<file path="src/rtl/crossy_pkg.sv">
// Shared types and constants for the Crossy Robbers game blocks.
package crossy_pkg;

  typedef enum logic [2:0] {
    MENU      = 3'd0,
    COUNTDOWN = 3'd1,
    PLAY      = 3'd2,
    ROUND_END = 3'd3,
    GAME_OVER = 3'd4
  } game_state_t;

  localparam int MAX_PLAYERS = 4;

  function automatic int max3(input int a, input int b, input int c);
    int m;
    m = (a > b) ? a : b;
    return (m > c) ? m : c;
  endfunction

endpackage

</file>
<file path="src/rtl/game_flow_ctrl_frame_timer.sv">
// Loadable down-counter advanced by the frame tick; expire pulses on the tick that sees 1.
module frame_timer #(
  parameter int W = 8
) (
  input  logic         clk,
  input  logic         rst_n,
  input  logic         load,
  input  logic [W-1:0] load_val,
  input  logic         tick,
  output logic [W-1:0] count,
  output logic         expire
);

  logic [W-1:0] count_q;

  // load wins over tick so a freshly loaded length is never shortened
  always_ff @(posedge clk) begin
    if (!rst_n)                         count_q <= '0;
    else if (load)                      count_q <= load_val;
    else if (tick && count_q > W'(1))   count_q <= count_q - W'(1);
  end

  assign count  = count_q;
  assign expire = tick && (count_q == W'(1));

endmodule

</file>
<file path="src/rtl/game_flow_ctrl.sv">
// Game-flow FSM: menu, countdown, play, round end, game over; scores, alive mask, winner.
module game_flow_ctrl
  import crossy_pkg::*;
#(
  parameter int NUM_PLAYERS      = 2,
  parameter int NUM_ROUNDS       = 3,
  parameter int COUNTDOWN_FRAMES = 180,
  parameter int ROUND_FRAMES     = 3600,
  parameter int END_FRAMES       = 120,
  parameter int SCORE_W          = 8,
  localparam int TIMER_W = $clog2(max3(COUNTDOWN_FRAMES, ROUND_FRAMES, END_FRAMES) + 1),
  localparam int ROUND_W = (NUM_ROUNDS > 1) ? $clog2(NUM_ROUNDS) : 1
) (
  input  logic                           Clk,
  input  logic                           Reset,
  input  logic                           frame_tick,
  input  logic                           start_btn,
  input  logic [NUM_PLAYERS-1:0]         player_hit,
  input  logic [NUM_PLAYERS-1:0]         loot_inc,
  output logic [2:0]                     state_o,
  output logic [TIMER_W-1:0]             timer_o,
  output logic [ROUND_W-1:0]             round_o,
  output logic [NUM_PLAYERS*SCORE_W-1:0] scores_o,
  output logic [NUM_PLAYERS-1:0]         alive_o,
  output logic                           play_en,
  output logic [1:0]                     winner_o,
  output logic                           tie_o
);

  localparam logic [NUM_PLAYERS-1:0] ALL_ALIVE = {NUM_PLAYERS{1'b1}};
  localparam logic [SCORE_W-1:0]     SCORE_MAX = {SCORE_W{1'b1}};

  game_state_t                          state_q, state_d;
  logic [ROUND_W-1:0]                   round_q, round_d;
  logic [NUM_PLAYERS-1:0][SCORE_W-1:0]  scores_q, scores_d;
  logic [NUM_PLAYERS-1:0]               alive_q, alive_d;
  logic [1:0]                           winner_q, winner_d;
  logic                                 tie_q, tie_d;
  logic                                 play_en_q;
  logic                                 start_q;
  logic                                 start_edge;

  logic                                 tmr_load;
  logic [TIMER_W-1:0]                   tmr_val;
  logic                                 tmr_tick;
  logic [TIMER_W-1:0]                   tmr_count;
  logic                                 tmr_expire;

  logic [1:0]                           win_idx;
  logic [SCORE_W-1:0]                   win_max;
  logic                                 win_tie;

  assign start_edge = start_btn & ~start_q;
  assign tmr_tick   = frame_tick &&
                      (state_q == COUNTDOWN || state_q == PLAY || state_q == ROUND_END);

  frame_timer #(.W(TIMER_W)) u_timer (
    .clk      (Clk),
    .rst_n    (Reset),
    .load     (tmr_load),
    .load_val (tmr_val),
    .tick     (tmr_tick),
    .count    (tmr_count),
    .expire   (tmr_expire)
  );

  // Linear scan: strict greater-than keeps the lowest index on equal scores
  always_comb begin
    win_idx = '0;
    win_max = scores_q[0];
    for (int i = 1; i < NUM_PLAYERS; i++) begin
      if (scores_q[i] > win_max) begin
        win_max = scores_q[i];
        win_idx = 2'(i);
      end
    end
    win_tie = 1'b0;
    for (int i = 0; i < NUM_PLAYERS; i++) begin
      if (2'(i) != win_idx && scores_q[i] == win_max) win_tie = 1'b1;
    end
  end

  always_comb begin
    state_d  = state_q;
    round_d  = round_q;
    scores_d = scores_q;
    alive_d  = alive_q;
    winner_d = winner_q;
    tie_d    = tie_q;
    tmr_load = 1'b0;
    tmr_val  = '0;
    unique case (state_q)
      MENU: begin
        if (start_edge) begin
          state_d  = COUNTDOWN;
          tmr_load = 1'b1;
          tmr_val  = TIMER_W'(COUNTDOWN_FRAMES);
          round_d  = '0;
          scores_d = '0;
          alive_d  = ALL_ALIVE;
        end
      end
      COUNTDOWN: begin
        if (tmr_expire) begin
          state_d  = PLAY;
          tmr_load = 1'b1;
          tmr_val  = TIMER_W'(ROUND_FRAMES);
        end
      end
      PLAY: begin
        // A hit in the same cycle as loot kills the player and drops the loot
        for (int i = 0; i < NUM_PLAYERS; i++) begin
          if (player_hit[i])
            alive_d[i] = 1'b0;
          else if (loot_inc[i] && alive_q[i] && scores_q[i] != SCORE_MAX)
            scores_d[i] = scores_q[i] + SCORE_W'(1);
        end
        if (tmr_expire || alive_d == '0) begin
          state_d  = ROUND_END;
          tmr_load = 1'b1;
          tmr_val  = TIMER_W'(END_FRAMES);
        end
      end
      ROUND_END: begin
        if (tmr_expire) begin
          tmr_load = 1'b1;
          if (round_q == ROUND_W'(NUM_ROUNDS - 1)) begin
            state_d  = GAME_OVER;
            tmr_val  = '0;
            winner_d = win_idx;
            tie_d    = win_tie;
          end else begin
            state_d  = COUNTDOWN;
            tmr_val  = TIMER_W'(COUNTDOWN_FRAMES);
            round_d  = round_q + ROUND_W'(1);
            alive_d  = ALL_ALIVE;
          end
        end
      end
      GAME_OVER: begin
        if (start_edge) state_d = MENU;
      end
      default: state_d = MENU;
    endcase
  end

  always_ff @(posedge Clk) begin
    if (!Reset) begin
      state_q   <= MENU;
      round_q   <= '0;
      scores_q  <= '0;
      alive_q   <= ALL_ALIVE;
      winner_q  <= '0;
      tie_q     <= 1'b0;
      play_en_q <= 1'b0;
      start_q   <= 1'b0;
    end else begin
      state_q   <= state_d;
      round_q   <= round_d;
      scores_q  <= scores_d;
      alive_q   <= alive_d;
      winner_q  <= winner_d;
      tie_q     <= tie_d;
      play_en_q <= (state_d == PLAY);
      start_q   <= start_btn;
    end
  end

  assign state_o  = state_q;
  assign timer_o  = tmr_count;
  assign round_o  = round_q;
  assign scores_o = scores_q;
  assign alive_o  = alive_q;
  assign play_en  = play_en_q;
  assign winner_o = winner_q;
  assign tie_o    = tie_q;

endmodule

</file>
<file path="config.mk">
export PLATFORM = sky130hd
export DESIGN_NAME = game_flow_ctrl
export DESIGN_NICKNAME = d
export VERILOG_FILES = /design/src/rtl/crossy_pkg.sv /design/src/rtl/game_flow_ctrl_frame_timer.sv /design/src/rtl/game_flow_ctrl.sv
export SDC_FILE = /design/constraint.sdc
export NUM_CORES = 1
export LEC_CHECK = 0
export ABC_AREA = 1
export BUFFER_PORTS_ARGS = -buffer_cell sky130_fd_sc_hd__buf_2
export CORE_ASPECT_RATIO = 0.7
export CORE_UTILIZATION = 29
export DETAILED_ROUTE_END_ITERATION = 10
export PLACE_DENSITY = 0.58
export SYNTH_ARGS = -nofsm -noshare
export SYNTH_HDL_FRONTEND = slang
export SYNTH_SLANG_ARGS = --single-unit
</file>
<file path="constraint.sdc">
create_clock -name Clk -period 2.92 [get_ports Clk]
set_clock_uncertainty 0.1 [all_clocks]
set_input_delay 0.146 -clock Clk [delete_from_list [all_inputs] [get_ports Clk]]
set_output_delay 0.146 -clock Clk [all_outputs]
set_load 0.01 [all_outputs]
</file>
==> results of run 1 <==
-- worst register-to-register path, cell delays in order, from the launching register on --
cell and delay (ns):
dfxtp_1 0.38, inv_1 0.08, ha_1 0.24, nand2_1 0.13, nor2_1 0.09, nand2_1 0.06, nand3_1 0.37, nand3_2 0.28
inv_2 0.09, nor2_1 0.12, nor2_1 0.05
-- power by group --
| group | total [µW] | switching (µW) | internal (µW) |
|---|---|---|---|
| sequential | 593 | 33.9 | 559 |
| clock | 667 | 237 | 430 |
| combinational | 393 | 252 | 141 |
| total | 1650 | 523 | 1130 |
-- through the flow --
stage          power, µW  cell area, µm²
2_1_floorplan        887            2670
3_3_place_gp         991            3000
3_5_place_dp         993            3000
4_1_cts             1670            3190
5_1_grt             1740            3190
6_report            1650            3190
-- layer usage --
metal  global-route usage  up-vias
met1                0.243     1213
met2                0.241       54
met5                    0        -
met4               0.0570        0
met3               0.0328        6
li1                     -     1384
-- worst min-delay path by stage --
stage,to,slack (ns),cells past startpoint,start
floorplan,start_q$_SDFF_PN0_,0.14,2,start_btn
CTS,scores_o[6]$_SDFFE_PN0P_,0.11,4,player_hit[0]
global route,scores_o[6]$_SDFFE_PN0P_,0.13,4,player_hit[0]
finish,scores_o[6]$_SDFFE_PN0P_,0.11,4,player_hit[0]
global placement,start_q$_SDFF_PN0_,0.24,3,start_btn
detailed placement,start_q$_SDFF_PN0_,0.25,3,start_btn
-- layout make-up --
type / instances / area (µm²) / area share
multi-input cells: 296 / 1620 / 0.507
flip-flops and latches: 39 / 781 / 0.245
repair buffers: 47 / 243 / 0.0761
inverters: 57 / 219 / 0.0687
well taps: 120 / 150 / 0.0471
clock buffers: 6 / 139 / 0.0436
clock inverters: 2 / 38.8 / 0.0122
-- flip-flops by register name (all words and copies together) (netlist names) --
register,flops
alive_o,2
play_en,1
round_o,2
scores_o,16
start_q,1
state_o,3
tie_o,1
u_timer.count,12
winner_o,1
-- cell usage in the layout (no fill, tap or decap), types with 2 or more instances in the layout --
cell type,Yosys,routed
nand2_1,90,90
inv_1,52,52
nor2_1,52,52
buf_2,2,45
dfxtp_1,39,39
a21oi_1,25,25
xor2_1,21,21
nand3_1,21,21
nand4_1,19,19
o21ai_0,14,14
ha_1,13,13
nor3_1,6,6
clkbuf_16,0,5
nor2_2,4,4
inv_2,4,4
nand2_2,3,3
nor2_4,3,3
a31oi_1,3,3
a221oi_1,3,3
nand3_2,2,2
o21ai_2,2,2
o22ai_1,2,2
-- logic make-up after synthesis --
kind of cell             after synthesis  synth area share
AO/OA/AOI/OAI                         54             0.118
XOR/XNOR                              21            0.0688
adder cells (fa/ha/maj)               13            0.0609
buffers and inverters                 66             0.103
flip-flops                            39             0.292
other                                  1           0.00140
AND/OR/NAND/NOR                      207             0.356
-- repair_timing --
action                    4_1_cts  5_1_grt
buffers inserted                0        0
hold endpoints to repair        1        0
hold buffers                    1        0
==> results.toml, run 1 <==
[clocking]
cts-root-buf = "clkbuf_16"
clk_latency_ns = 0.29
cts_tree = "yes"
clock_sinks = 39
clkTransAtPathRegs_ns = 0.07
cts_buffers = 5
cts_resized = 0
cts_buffer_depth = 2
htreeDepth = 2

[layout]
area_delta_synth_final_pct = 19.3
utilization = 0.367
fillers = 950
nNetsFinal = 467
antennaDiodeCount = 0
final_layout_size_suffix_gt1_frac = 0.177
fin_cells = 567

[detailed_routing]
routed-via-count = 2657
wl_per_cell_um = 13.5
wl_met3_um = 417
wl_um = 7630
drc_errors = 0
ant_nets = 0
dr.pass1.iters = 4
drtIter0Drc = 146
maxUsedRoutingLayer = "met4"
routed_via_density = 4.69
wl_met1_um = 3990
wl_met2_um = 3140

[synth]
synth.yosys.seq_area_share = 0.292
synthFlopType = "dfxtp_1"
synth_common_cells = "nand2_1, inv_1, nor2_1"
netlist_instances = 401
synth_area_leaders = "dfxtp_1, nand2_1, inv_1"
syn_area_um2 = 2670
synthArstFlopShare = 0
yosysUniqueCellTypes = 39
postSynthNetCount = 422
yosysWarnings = 0
synth_top_area_share = 0.292
yosysMostFrequentCell = "nand2_1"
ys_seq_elements = 39
synth_edf_count = 0
avgSynthCellArea_um2 = 6.66
synth_area_leader_cell = "dfxtp_1"

[placed_design]
io_buffers = 45
placed_cells = 558
place_hpwl_um = 5900
finalWeightedCongestion = 0.833
place_ws_ns = 0.813

[timing]
setup_viol = 0
worst_slack_ns = 0.827
tightest_slew_ns = 0.659
max_freq_mhz = 478
fin_crit_sh = 0.717
hold_viol = 0
fin_hold_ws_ns = 0.105
fin_crit_ns = 2.09
final-max-slew-violation-count = 0
rsz0062_at_grt = "no"
relSlewSlack = 0.559
tns_ns = 0

[pwr]
leakage_uw = 0.00150
p_per_area_nw_per_um2 = 519
irDropWorstVdd_uv = 227

[worst_setup_path]
required_ns = 3.01
r2r-end = "u_timer.count[9]$_SDFFE_PN0P_"
worst-path-buf-inv = 2
cp_common_cell = "nor2_1"
worstRegToRegCells = 10
arrival_ns = 2.18
crit_path_start = "u_timer.count[0]$_SDFFE_PN0P_"
critical_path.top_delay_family = "simple AND/OR/NAND/NOR gates"
end_kind = "flip-flop"
path_max_fanout = 12
reg2reg_slack_ns = 0.83
critPathSlowestCell = "dfxtp_1"
cp_slowest_stage_delay_ns = 0.38
regToRegStartpoint = "u_timer.count[0]$_SDFFE_PN0P_"
startpoint_type = "flip-flop"
cp_num_cells = 10
crit_type = "flip-flop to flip-flop"
critical_path.endpoint = "u_timer.count[9]$_SDFFE_PN0P_"
crit_chain = "inv_1, ha_1, nand2_1, nor2_1, nand2_1, nand3_1, nand3_2, inv_2, nor2_1, nor2_1"

[status]
run_status = "completed"

[floorplan]
core_um2 = 8690
rows = 28
io_pins = 47
die_y_um = 82.3
die_x_um = 117
die_area_um2 = 9610
initial_core_util = 0.308

[global_route]
grt_usage = 0.167
grt_pass1_wl_um = 12000
grt_max_degree = 23
grt-ovfl-total = 0
antenna_found_initial = 0
grt_pass1_vias = 2381

[min_path]
hp-class = "primary input to flip-flop"

[job]
cap_violations = 0
(Power assumes the default switching activity.)
==> run 2: changes to the inputs <==
ABC_AREA = 0   (was 1)
PLACE_DENSITY = 0.59   (was 0.58)
clock period = 2.05 ns   (was 2.92 ns; I/O delays follow)
==> run 2 against run 1 <==
Compared with the run above: the run now ends with setup timing left; critical path depth down 4; hold slack got worse by 0.080 ns; setup slack worse by 0.91 ns; sequential share of layout area shrank 1.1 points; highest routed layer unchanged; largest power group unchanged; clock power is 43% higher; wire length is 5.3% lower; global-route usage up 1.1 points; critical path type unchanged; first-iteration DRC count up 36%; non-clock buffer count is 50 higher; register-to-register slack got worse by 0.91 ns; power rose by 36%.
==> results.toml, run 2 <==
[layout]
fillers = 767
antennaDiodeCount = 0
nNetsFinal = 398
fin_cells = 476
final_cell_mix = "buf_4, buf_2, dfxtp_1"
layout_commonest_cell = "buf_4"
utilization = 0.447
largest_reg_flops = 16
area_delta_synth_final_pct = 44.3
final_layout_size_suffix_gt1_frac = 0.368

[clocking]
clock_sinks = 39
cts_buffers = 5
clkTransAtPathRegs_ns = 0.06
htreeDepth = 2
cts_tree = "yes"
clk_latency_ns = 0.28
cts_buffer_depth = 2
cts-root-buf = "clkbuf_16"

[placed_design]
place_ws_ns = -0.105
io_buffers = 45
place_hpwl_um = 5560
placed_cells = 463
finalWeightedCongestion = 0.837

[timing]
final-max-slew-violation-count = 0
fin_hold_ws_ns = 0.0247
setup_viol = 6
fin_crit_sh = 1.04
rsz0062_at_grt = "yes"
worst_slack_ns = -0.0790
fin_crit_ns = 2.13
hold_viol = 0
max_freq_mhz = 470

[status]
violations = "setup timing"
run_status = "finished, violations left"

[floorplan]
core_um2 = 7550
die_area_um2 = 8420
die_y_um = 77.1
initial_core_util = 0.310
io_pins = 47
die_x_um = 109
rows = 26

[global_route]
grt_max_degree = 22
grt_pass1_vias = 2250
grt_pass1_wl_um = 11600
use_met3 = 0.0408
antenna_found_initial = 0
top_usage_layer = "met1"
grt-ovfl-total = 0
met1_usage = 0.284
grt_usage = 0.178
use_met2 = 0.232

[worst_setup_path]
cp_slowest_stage_delay_ns = 0.56
critPathSlowestCell = "or4_4"
critical_path.top_delay_family = "simple AND/OR/NAND/NOR gates"
path_max_fanout = 4
startpoint_type = "flip-flop"
crit_type = "flip-flop to flip-flop"
worst-path-buf-inv = 0
required_ns = 2.12
crit_chain = "nor4_4, nand3_2, or4_4, o21ai_4, o22ai_1, a211o_1"
arrival_ns = 2.20
end_kind = "flip-flop"

[synth]
synthArstFlopShare = 0
ys_seq_elements = 39
synth.yosys.seq_area_share = 0.334
synth_top_area_share = 0.334
yosysWarnings = 0
postSynthNetCount = 303
synth_area_leader_cell = "dfxtp_1"
avgSynthCellArea_um2 = 8.28
syn_area_um2 = 2340
yosysUniqueCellTypes = 53
yosysMostFrequentCell = "dfxtp_1"
synthFlopType = "dfxtp_1"
netlist_instances = 282
synth_area_leaders = "dfxtp_1, xnor2_1, ha_1"
synth_common_cells = "dfxtp_1, nor2_1, nand2_1"
synth_edf_count = 0

[detailed_routing]
wl_um = 7220
wl_per_cell_um = 15.2
ant_nets = 0
dr.pass1.iters = 4
routed-via-count = 2418
routed_via_density = 5.08
drtIter0Drc = 198
drc_errors = 0

[pwr]
design_power_total_uw = 2250
irDropWorstVdd_uv = 290
p_per_area_nw_per_um2 = 668
leakage_uw = 0.00146

[job]
cap_violations = 0

[min_path]
hp-class = "primary input to flip-flop"
[run 2: cell count changes after synthesis, sizes merged, moves of 6 or more]
| cell | before | now |
|---|---|---|
| nor2b | 0 | 6 |
| a21oi | 27 | 12 |
| xor2 | 21 | 5 |
| nand3 | 24 | 15 |
| o21ai | 17 | 10 |
| xnor2 | 0 | 20 |
| inv | 56 | 13 |
| nor4 | 0 | 9 |
| and3 | 0 | 6 |
| nor2 | 59 | 33 |
| nand4 | 20 | 10 |
| nand2 | 94 | 22 |
[run 2: worst paths after layout]
check	from	endpoint	slack [ns]	cells past startpoint
setup / recovery	u_timer.count[5]$_SDFFE_PN0P_	u_timer.count[11]$_SDFFE_PN0P_	-0.08	6
hold / removal	player_hit[1]	alive_o[1]$_SDFFE_PN1P_	0.02	4
setup reg to reg	u_timer.count[5]$_SDFFE_PN0P_	u_timer.count[11]$_SDFFE_PN0P_	-0.08	6
hold reg to reg	winner_o[0]$_SDFFE_PN0P_	winner_o[0]$_SDFFE_PN0P_	0.36	2
[run 2: through the flow]
step / cell area (µm²) / TNS [ns]
after floorplan: 2390 / -0.147
after global placement: 3040 / -0.257
after detailed placement: 3040 / -0.586
after CTS: 3340 / -0.0987
after global routing: 3370 / -0.460
final: 3370 / -0.161
[run 2: per-layer routing]
metal | vias up | share of wire
met3 | 6 | 0.085
met5 | - | 0
met4 | 0 | 0.0084
met1 | 1133 | 0.52
li1 | 1200 | -
met2 | 79 | 0.39
[run 2: area by class of cell]
cell class | instances | area [µm²] | share of cell area
clock buffers | 7 | 154 | 0.0457
inverters | 13 | 48.8 | 0.0145
multi-input cells | 221 | 1600 | 0.476
well taps | 98 | 123 | 0.0364
flip-flops and latches | 39 | 790 | 0.234
repair buffers | 97 | 622 | 0.184
clock inverters | 1 | 30.0 | 0.00891
[run 2: worst register-to-register path: stages, from the launching register on]
cell	delay, ns
dfxtp_4	0.36
nor4_4	0.31
nand3_2	0.14
or4_4	0.56
o21ai_4	0.18
o22ai_1	0.10
a211o_1	0.28
[run 2: logic make-up after synthesis]
kind of cell / share of synthesized area
AOI/OAI and AO/OA: 0.159
xor gates and xnor gates: 0.0937
adders and majority gates: 0.0696
buffers and inverters: 0.0380
DFF: 0.334
other: 0.00161
and+or+nand+nor: 0.304
[run 2: timing repair]
action,CTS,global route
resized for setup,14,11
hold buffers,1,0
endpoints found under the hold margin,1,0
setup buffers,5,0
pin swaps,5,5
setup endpoints to repair,12,19
[run 2: where the power goes]
group          switching [µW]  internal (µW)
Combinational             245            235
Sequential               30.9            783
Clock                     308            649
